<file path="src/rtl/spi_duplex.sv">
// Full-duplex SPI loopback: a master and a slave joined by internal sclk,
// cs_n, mosi and miso nets so mode handling and the clock divider can be
// exercised together before either side is used standalone.
module spi_duplex #(
    parameter int CLK_FREQ   = 50_000_000,
    parameter int SPI_FREQ   = 500_000,
    parameter int DATA_WIDTH = 8,
    parameter bit CPOL       = 1'b1,
    parameter bit CPHA       = 1'b1
) (
    input  logic                  clk,
    input  logic                  arstn,
    input  logic                  spi_m_start,
    input  logic [DATA_WIDTH-1:0] data_m_send,
    output logic                  spi_m_done,
    output logic [DATA_WIDTH-1:0] data_m_recv,
    input  logic [DATA_WIDTH-1:0] data_s_send,
    output logic                  spi_s_done,
    output logic [DATA_WIDTH-1:0] data_s_recv
);

    localparam int HP     = CLK_FREQ / (2 * SPI_FREQ);
    localparam int DIV_W  = $clog2(HP);
    localparam int EDGES  = 2 * DATA_WIDTH;
    localparam int EDGE_W = $clog2(EDGES + 1);
    localparam int BIT_W  = $clog2(DATA_WIDTH + 1);

    localparam logic [DIV_W-1:0]  HP_LAST   = DIV_W'(HP - 1);
    localparam logic [EDGE_W-1:0] EDGE_LAST = EDGE_W'(EDGES - 1);
    localparam logic [BIT_W-1:0]  BIT_FULL  = BIT_W'(DATA_WIDTH);
    localparam bit                SAMPLE_ON_RISE = (CPOL == CPHA);

    typedef enum logic [2:0] {
        M_IDLE,
        M_LEAD,
        M_XFER,
        M_TRAIL,
        M_DONE
    } mstate_t;

    // Internal SPI bus between master and slave
    logic w_sclk;
    logic w_csN;
    logic w_mosi;
    logic w_miso;

    // Master state
    mstate_t                r_mState;
    mstate_t                w_mNext;
    logic [DIV_W-1:0]       r_divCnt;
    logic [EDGE_W-1:0]      r_edgeCnt;
    logic                   r_sclk;
    logic                   r_csN;
    logic                   r_mosi;
    logic [DATA_WIDTH-1:0]  r_mTx;
    logic [DATA_WIDTH-1:0]  r_mRx;
    logic                   r_mDone;
    logic [DATA_WIDTH-1:0]  r_mRecv;

    // Slave state
    logic                   r_sclkD;
    logic                   r_csD;
    logic                   r_miso;
    logic [DATA_WIDTH-1:0]  r_sTx;
    logic [DATA_WIDTH-1:0]  r_sRx;
    logic [BIT_W-1:0]       r_sBitCnt;
    logic                   r_sDone;
    logic [DATA_WIDTH-1:0]  r_sRecv;

    logic w_hpEnd;
    logic w_lastEdge;
    logic w_mSampleEdge;
    logic w_csFall;
    logic w_csRise;
    logic w_sRise;
    logic w_sFall;
    logic w_sSample;
    logic w_sShift;
    logic [BIT_W-1:0]      w_sAlignShift;
    logic [DATA_WIDTH-1:0] w_sAligned;

    assign w_sclk = r_sclk;
    assign w_csN  = r_csN;
    assign w_mosi = r_mosi;
    assign w_miso = r_miso;

    assign w_hpEnd    = (r_divCnt == HP_LAST);
    assign w_lastEdge = (r_edgeCnt == EDGE_LAST);
    // Leading edges (even index) sample when CPHA=0, trailing edges when CPHA=1
    assign w_mSampleEdge = (r_edgeCnt[0] == CPHA);

    assign w_csFall  = r_csD & ~w_csN;
    assign w_csRise  = ~r_csD & w_csN;
    assign w_sRise   = w_sclk & ~r_sclkD;
    assign w_sFall   = ~w_sclk & r_sclkD;
    assign w_sSample = SAMPLE_ON_RISE ? w_sRise : w_sFall;
    assign w_sShift  = SAMPLE_ON_RISE ? w_sFall : w_sRise;

    // A short transfer leaves its bits in the LSBs; move them to the top
    assign w_sAlignShift = BIT_FULL - r_sBitCnt;
    assign w_sAligned    = r_sRx << w_sAlignShift;

    assign spi_m_done  = r_mDone;
    assign data_m_recv = r_mRecv;
    assign spi_s_done  = r_sDone;
    assign data_s_recv = r_sRecv;

    // Master state register
    always_ff @(posedge clk or posedge arstn) begin
        if (arstn) begin
            r_mState <= M_IDLE;
        end else begin
            r_mState <= w_mNext;
        end
    end

    // Master next-state: each timed phase ends on the half-period boundary
    always_comb begin
        w_mNext = r_mState;
        case (r_mState)
            M_IDLE:  if (spi_m_start) w_mNext = M_LEAD;
            M_LEAD:  if (w_hpEnd) w_mNext = M_XFER;
            M_XFER:  if (w_hpEnd && w_lastEdge) w_mNext = M_TRAIL;
            M_TRAIL: if (w_hpEnd) w_mNext = M_DONE;
            M_DONE:  w_mNext = M_IDLE;
            default: w_mNext = M_IDLE;
        endcase
    end

    // Master datapath: divider, sclk generation, shifting and done pulse
    always_ff @(posedge clk or posedge arstn) begin
        if (arstn) begin
            r_divCnt  <= '0;
            r_edgeCnt <= '0;
            r_sclk    <= CPOL;
            r_csN     <= 1'b1;
            r_mosi    <= 1'b0;
            r_mTx     <= '0;
            r_mRx     <= '0;
            r_mDone   <= 1'b0;
            r_mRecv   <= '0;
        end else begin
            r_mDone <= 1'b0;
            case (r_mState)
                M_IDLE: begin
                    r_divCnt  <= '0;
                    r_edgeCnt <= '0;
                    if (spi_m_start) begin
                        r_csN <= 1'b0;
                        r_mRx <= '0;
                        if (CPHA == 1'b0) begin
                            r_mosi <= data_m_send[DATA_WIDTH-1];
                            r_mTx  <= data_m_send << 1;
                        end else begin
                            r_mTx  <= data_m_send;
                        end
                    end
                end
                M_LEAD: begin
                    r_divCnt <= w_hpEnd ? '0 : r_divCnt + 1'b1;
                end
                M_XFER: begin
                    if (w_hpEnd) begin
                        r_divCnt  <= '0;
                        r_sclk    <= ~r_sclk;
                        r_edgeCnt <= r_edgeCnt + 1'b1;
                        if (w_mSampleEdge) begin
                            r_mRx <= {r_mRx[DATA_WIDTH-2:0], w_miso};
                        end else if (!w_lastEdge) begin
                            r_mosi <= r_mTx[DATA_WIDTH-1];
                            r_mTx  <= r_mTx << 1;
                        end
                    end else begin
                        r_divCnt <= r_divCnt + 1'b1;
                    end
                end
                M_TRAIL: begin
                    if (w_hpEnd) begin
                        r_divCnt <= '0;
                        r_csN    <= 1'b1;
                        r_mDone  <= 1'b1;
                        r_mRecv  <= r_mRx;
                    end else begin
                        r_divCnt <= r_divCnt + 1'b1;
                    end
                end
                default: begin
                    r_divCnt <= '0;
                end
            endcase
        end
    end

    // Slave: delayed copies of sclk/cs_n for edge detection, then shift/sample
    always_ff @(posedge clk or posedge arstn) begin
        if (arstn) begin
            r_sclkD   <= CPOL;
            r_csD     <= 1'b1;
            r_miso    <= 1'b0;
            r_sTx     <= '0;
            r_sRx     <= '0;
            r_sBitCnt <= '0;
            r_sDone   <= 1'b0;
            r_sRecv   <= '0;
        end else begin
            r_sclkD <= w_sclk;
            r_csD   <= w_csN;
            r_sDone <= 1'b0;
            if (w_csFall) begin
                r_miso    <= data_s_send[DATA_WIDTH-1];
                r_sRx     <= '0;
                r_sBitCnt <= '0;
                if (CPHA == 1'b0) begin
                    r_sTx <= data_s_send << 1;
                end else begin
                    r_sTx <= data_s_send;
                end
            end else if (w_csRise) begin
                r_sDone <= 1'b1;
                r_sRecv <= w_sAligned;
            end else if (!w_csN) begin
                if (w_sSample) begin
                    r_sRx <= {r_sRx[DATA_WIDTH-2:0], w_mosi};
                    if (r_sBitCnt != BIT_FULL) begin
                        r_sBitCnt <= r_sBitCnt + 1'b1;
                    end
                end
                if (w_sShift) begin
                    r_miso <= r_sTx[DATA_WIDTH-1];
                    r_sTx  <= r_sTx << 1;
                end
            end
        end
    end

endmodule

</file>
<file path="config.mk">
export PLATFORM = sky130hd
export DESIGN_NAME = spi_duplex
export DESIGN_NICKNAME = d
export VERILOG_FILES = /design/src/rtl/spi_duplex.sv
export SDC_FILE = /design/constraint.sdc
export NUM_CORES = 1
export LEC_CHECK = 0
export BUFFER_PORTS_ARGS = -buffer_cell sky130_fd_sc_hd__buf_2
export CAP_MARGIN = 0
export CORE_MARGIN = 2
export CORE_UTILIZATION = 58
export DETAILED_ROUTE_END_ITERATION = 6
export GPL_TIMING_DRIVEN = 0
export PLACE_DENSITY = 0.76
export RECOVER_POWER = 25
export SETUP_SLACK_MARGIN = 0.02
export SLEW_MARGIN = 20
export SYNTH_ARGS = -nofsm -noshare
export SYNTH_HDL_FRONTEND = slang
export SYNTH_SLANG_ARGS = --single-unit
</file>
<file path="constraint.sdc">
create_clock -name clk -period 2.9 [get_ports clk]
set_input_delay 0.435 -clock clk [delete_from_list [all_inputs] [get_ports clk]]
set_output_delay 0.435 -clock clk [all_outputs]
set_load 0.02 [all_outputs]
</file>
# Word-level counts from Yosys, hierarchy flattened
# Cells that the tools add are included.
[word_totals]
mem_bits_rw = 0
wordCells = 112
out_inout_bits = 18
n_memories = 0
latch_bits = 0
mem_bits_ro = 0
regBits = 74
[op_classes]
div_mod_pow = 0
mux = 42
n_reduce_logical = 20
eq_ne = 16
n_lt_le_gt_ge = 0
n_shift = 1
n_mul = 0
bitwise = 11
add_sub_neg = 4
[ops]
columns = ["operator", "n"]
rows = [
  ["$mux W8", 15],
  ["$pmux W8 S2", 2],
  ["$mux W4", 5],
  ["$ne A2 B2 Y1 const B", 9],
  ["$reduce_and A4 Y1", 4],
  ["$mux W3", 4],
  ["$mux W6", 2],
  ["$pmux W3 S4", 1],
  ["$mux W1", 10],
  ["$pmux W5 S2", 1],
  ["$reduce_bool A2 Y1", 5],
  ["$reduce_and A3 Y1", 3],
  ["$reduce_and A2 Y1", 4],
  ["$shl A8 B4 Y8", 1],
  ["$not A1 Y1", 7],
  ["$add A6 B1 Y6 const B", 1],
  ["$eq A3 B2 Y1 const B", 2],
  ["$eq A6 B6 Y1 const B", 1],
  ["$add A5 B1 Y5 const B", 1],
  ["$eq A5 B4 Y1 const B", 1],
  ["$mux W5", 1],
  ["$reduce_and A5 Y1", 1],
  ["$add A4 B1 Y4 const B", 1],
  ["$and A1 B1 Y1", 4],
  ["8 further kinds", 8],
]

# Longest topological paths before layout
[logic_depth]
depth_word = 6
mapped_depth = 8
ltp_nobuf = 7

# Least setup slack after synthesis
# Ideal clock, no wire load.
[synth_timing]
path_type = "register -> register"
from = "register r_sBitCnt[0]"
to = "register r_sRecv[7] (netlist: data_s_recv[7])"
arrival_time_ps = 1825
path_buffers = 2
path_slack_ps = 992
period_less_slack_ps = 1908
required_ps = 2817
path_stages_with_launch = 8
path_cell_list = "dfrtp_1 buf_2 inv_2 ha_1 buf_4 mux2i_1 mux4_2 o21ai_0"
[synth_via]
elab_chain_cells = 2
[synth_rtl]
columns = ["item", "line_no", "text"]
rows = [
  ["from (decl)", "66", "logic [BIT_W-1:0] r_sBitCnt;"],
  ["from (signal assigned)", "225", "r_sBitCnt <= r_sBitCnt + 1'b1;"],
  ["$sub A4 B4 Y4", "100", "assign w_sAlignShift = BIT_FULL - r_sBitCnt;"],
  ["$shl A8 B4 Y8", "101", "assign w_sAligned = r_sRx << w_sAlignShift;"],
  ["to (signal assigned)", "220", "r_sRecv <= w_sAligned;"],
  ["to (decl)", "68", "logic [DATA_WIDTH-1:0] r_sRecv;"],
]
# Every way passes these cells.
# A chain may end at the register's enable or synchronous reset.

# Worst setup path after layout
[layout_timing]
from = "register r_edgeCnt[0]"
to = "register r_mTx[3]"
[layout_via]
elab_chain_cells = 3
elab_cells_between_ends = 4
[layout_rtl]
columns = ["item", "line_no", "text"]
rows = [
  ["from (decl)", "51", "logic [EDGE_W-1:0] r_edgeCnt;"],
  ["from (signal assigned)", "166", "r_edgeCnt <= r_edgeCnt + 1'b1;"],
  ["$eq A5 B4 Y1", "88", "assign w_lastEdge = (r_edgeCnt == EDGE_LAST);"],
  ["$ne A2 B2 Y1 (no line)", "--", ""],
  ["$reduce_and A5 Y1 (no line) (*)", "--", ""],
  ["to (signal assigned)", "153", "r_mTx <= data_m_send << 1;"],
  ["to (signal assigned)", "155", "r_mTx <= data_m_send;"],
  ["to (signal assigned)", "171", "r_mTx <= r_mTx << 1;"],
  ["to (decl)", "55", "logic [DATA_WIDTH-1:0] r_mTx;"],
]
# Every way passes the cells marked *; elsewhere a longest branch is shown, timed or not.

==> reports/qor.yml <==
pwr-share-seq_pct: 45.3
yosysTopAreaCell: "dfrtp_1"
finClkSkew_ns: 0.0123
cts_hold_buf: 0
first_pass_iters: 4
cts_setup_buffers: 0
synthTopCellsByArea: "dfrtp_1 49%, mux2i_1 5.6%, a22o_1 3.4%"
power.static_leakage_uw: 0.00196
worstPathRequired_ns: 3.20
timing.slew.headroom_pct: 12.7
hpwl_mm: 4.84
syn-num-nets: 345
synthArstFlopShare_pct: 100
p_sw_uw: 865
post-route-period-util_pct: 76.3
postSynthAreaPerCell_um2: 11.2
ant_nets: 0
worst_ep_arrival_time_ns: 2.51
initial_core_util_pct: 60.3
clk_latency_ns: 0.36
max_freq_mhz: 452
cp_max_fo: 9
synth-seq-cells: 74
layout.cells.non_filler: 447
grt_setup_unrepaired: "no"
power.share.combinational_pct: 21.9
switching_share_pct: 31.3
root_buffer: "clkbuf_8"
multi_input_area_um2: 1580
start_kind: "register"
stdcell_area_um2: 4070
cts_tree: "built"
fillCellCount: 462
status: "complete, no violations"
power_density_nw_per_um2: 678
hp-class: "in2async"
place_congestion: 0.808
synth.distinct_cells: 54
vias: 2627
ios: 37
grt_usage_pct: 23.1
place_inst: 431
cts_buffers: 9
endpoint_kind: "register"
core_um2: 5920
place_area_um2: 3870
clock-sinks: 74
drive_gt1_share_pct: 26.9
grt_pass1_wl_mm: 11.8
antenna_cells: 0
grt_pass1_vias: 2547
path_clk_slew_ns: 0.09
synth_common_cells: "70 x dfrtp_1, 24 x nand2_1, 24 x o21ai_0"
finalMaxSlewViolations: 0
htreeDepth: 3
finalNetCount: 392
dieArea_um2: 6800
hold_slack_ns: 0.177
synth_flop_cell: "dfrtp_1"
grt_max_degree: 56
period_needed_ns: 2.21
syn2layout_area_growth_pct: 14.0
setup_violations: 0
synth_top_area_share_pct: 49.1
overflow: 0
critical_path_class: "reg2reg"
die_h_um: 82.5
rows: 28
viasPerCell: 5.88
power.internal_uw: 1900
syn_area_um2: 3570
drc_errors: 0
drv_cap: 0
dieWidth_um: 82.5
antenna_found_initial: 0
synth-seq-area-share_pct: 52.0
io_buffers: 35
tightest_slew_ns: 1.31
wl_per_cell_um: 15.6
cts_resized: 0
clockBufferDepth: 2
drtIter0Drc: 156
hold_violations: 0
regArea_um2: 1860
synth_warnings: 0
synth_cells: 320
wl_mm: 6.97
yosysMostFrequentCell: "dfrtp_1"
power.share.clock_pct: 32.8
synth-edff-count: 0
peakVddDrop_uv: 643
-- cell families after synthesis --
kind of cell / share of synthesized area [%]
simple gates: 14.4
mux: 9.08
compound gates: 17.1
flops: 52.0
xor+xnor: 1.72
buf+inv: 3.61
fa+ha+maj: 2.10
-- flip-flops by register name (all words and copies together), names as in the netlist, 5 cells and up --
register,flops
data_m_recv,8
data_s_recv,8
r_mRx,8
r_mTx,8
r_sRx,8
r_sTx,8
r_divCnt,6
r_edgeCnt,5
-- metal layers --
layer	track usage [%]	wire length, um
met1	29.9	3110
met2	37.4	3380
met3	5.76	361
met4	9.33	117
met5	0	0
-- area by class of cell --
cell class / count / share of cell area, %
inverters: 10 / 0.953
repair buffers: 36 / 4.43
plain buffers: 18 / 2.24
clock buffers: 9 / 3.04
multi-input cells: 218 / 38.9
clock inverters: 7 / 2.46
well taps: 75 / 2.31
flip-flops and latches: 74 / 45.6
-- final timing paths --
path	start	to	slack [ns]	depth (start not counted)
hold reg to reg	r_sclk	r_sclkD	0.40	0
setup / recovery	r_edgeCnt[0]	r_mTx[3]	0.69	7
setup reg to reg	r_edgeCnt[0]	r_mTx[3]	0.69	7
hold / removal	arstn	data_m_recv[5]	0.18	2
max in group asynchronous	arstn	r_mTx[5]	1.00	3
min in group clk	data_m_send[0]	r_mTx[0]	0.31	2
-- through the flow --
stage	power, uW	setup WS (ns)	setup TNS [ns]	utilization, %
2_1_floorplan	1730	0.590	0	-
3_3_place_gp	1850	-0.216	-14.76	64.8
3_5_place_dp	1880	0.750	0	65.3
4_1_cts	2780	0.714	0	69.1
5_1_grt	2910	0.535	0	68.7
6_report	2760	0.686	0	68.7
-- power by group through the flow --
stage	sequential (uW)	combinational (uW)	clock, uW
floorplan	1250	484	0
global placement	1260	589	0
detailed placement	1270	612	0
CTS	1250	615	913
global route	1270	681	963
finish	1250	605	904
-- placed cells by master, fill, tap and decap left out, drive strengths merged, types with 5 or more instances in the layout --
master	n
mux2i	20
nand3	5
o21ai	27
buf	47
mux2	9
ha	6
nor2	24
o221a	7
clkbuf	16
nor3	5
dfrtp	70
nor2b	6
inv	11
a22o	20
nor4	8
nand2	24
o22a	6
a21oi	5
-- critical path: stages, from the launching register on --
cell and delay, ns:
dfrtp_1 0.47, ha_1 0.27, and3_1 0.19, ha_1 0.21, nor2_1 0.52, nor2_1 0.07, o21ai_0 0.21, o221a_2 0.21
Note: power is estimated with default switching activity, not from simulation.
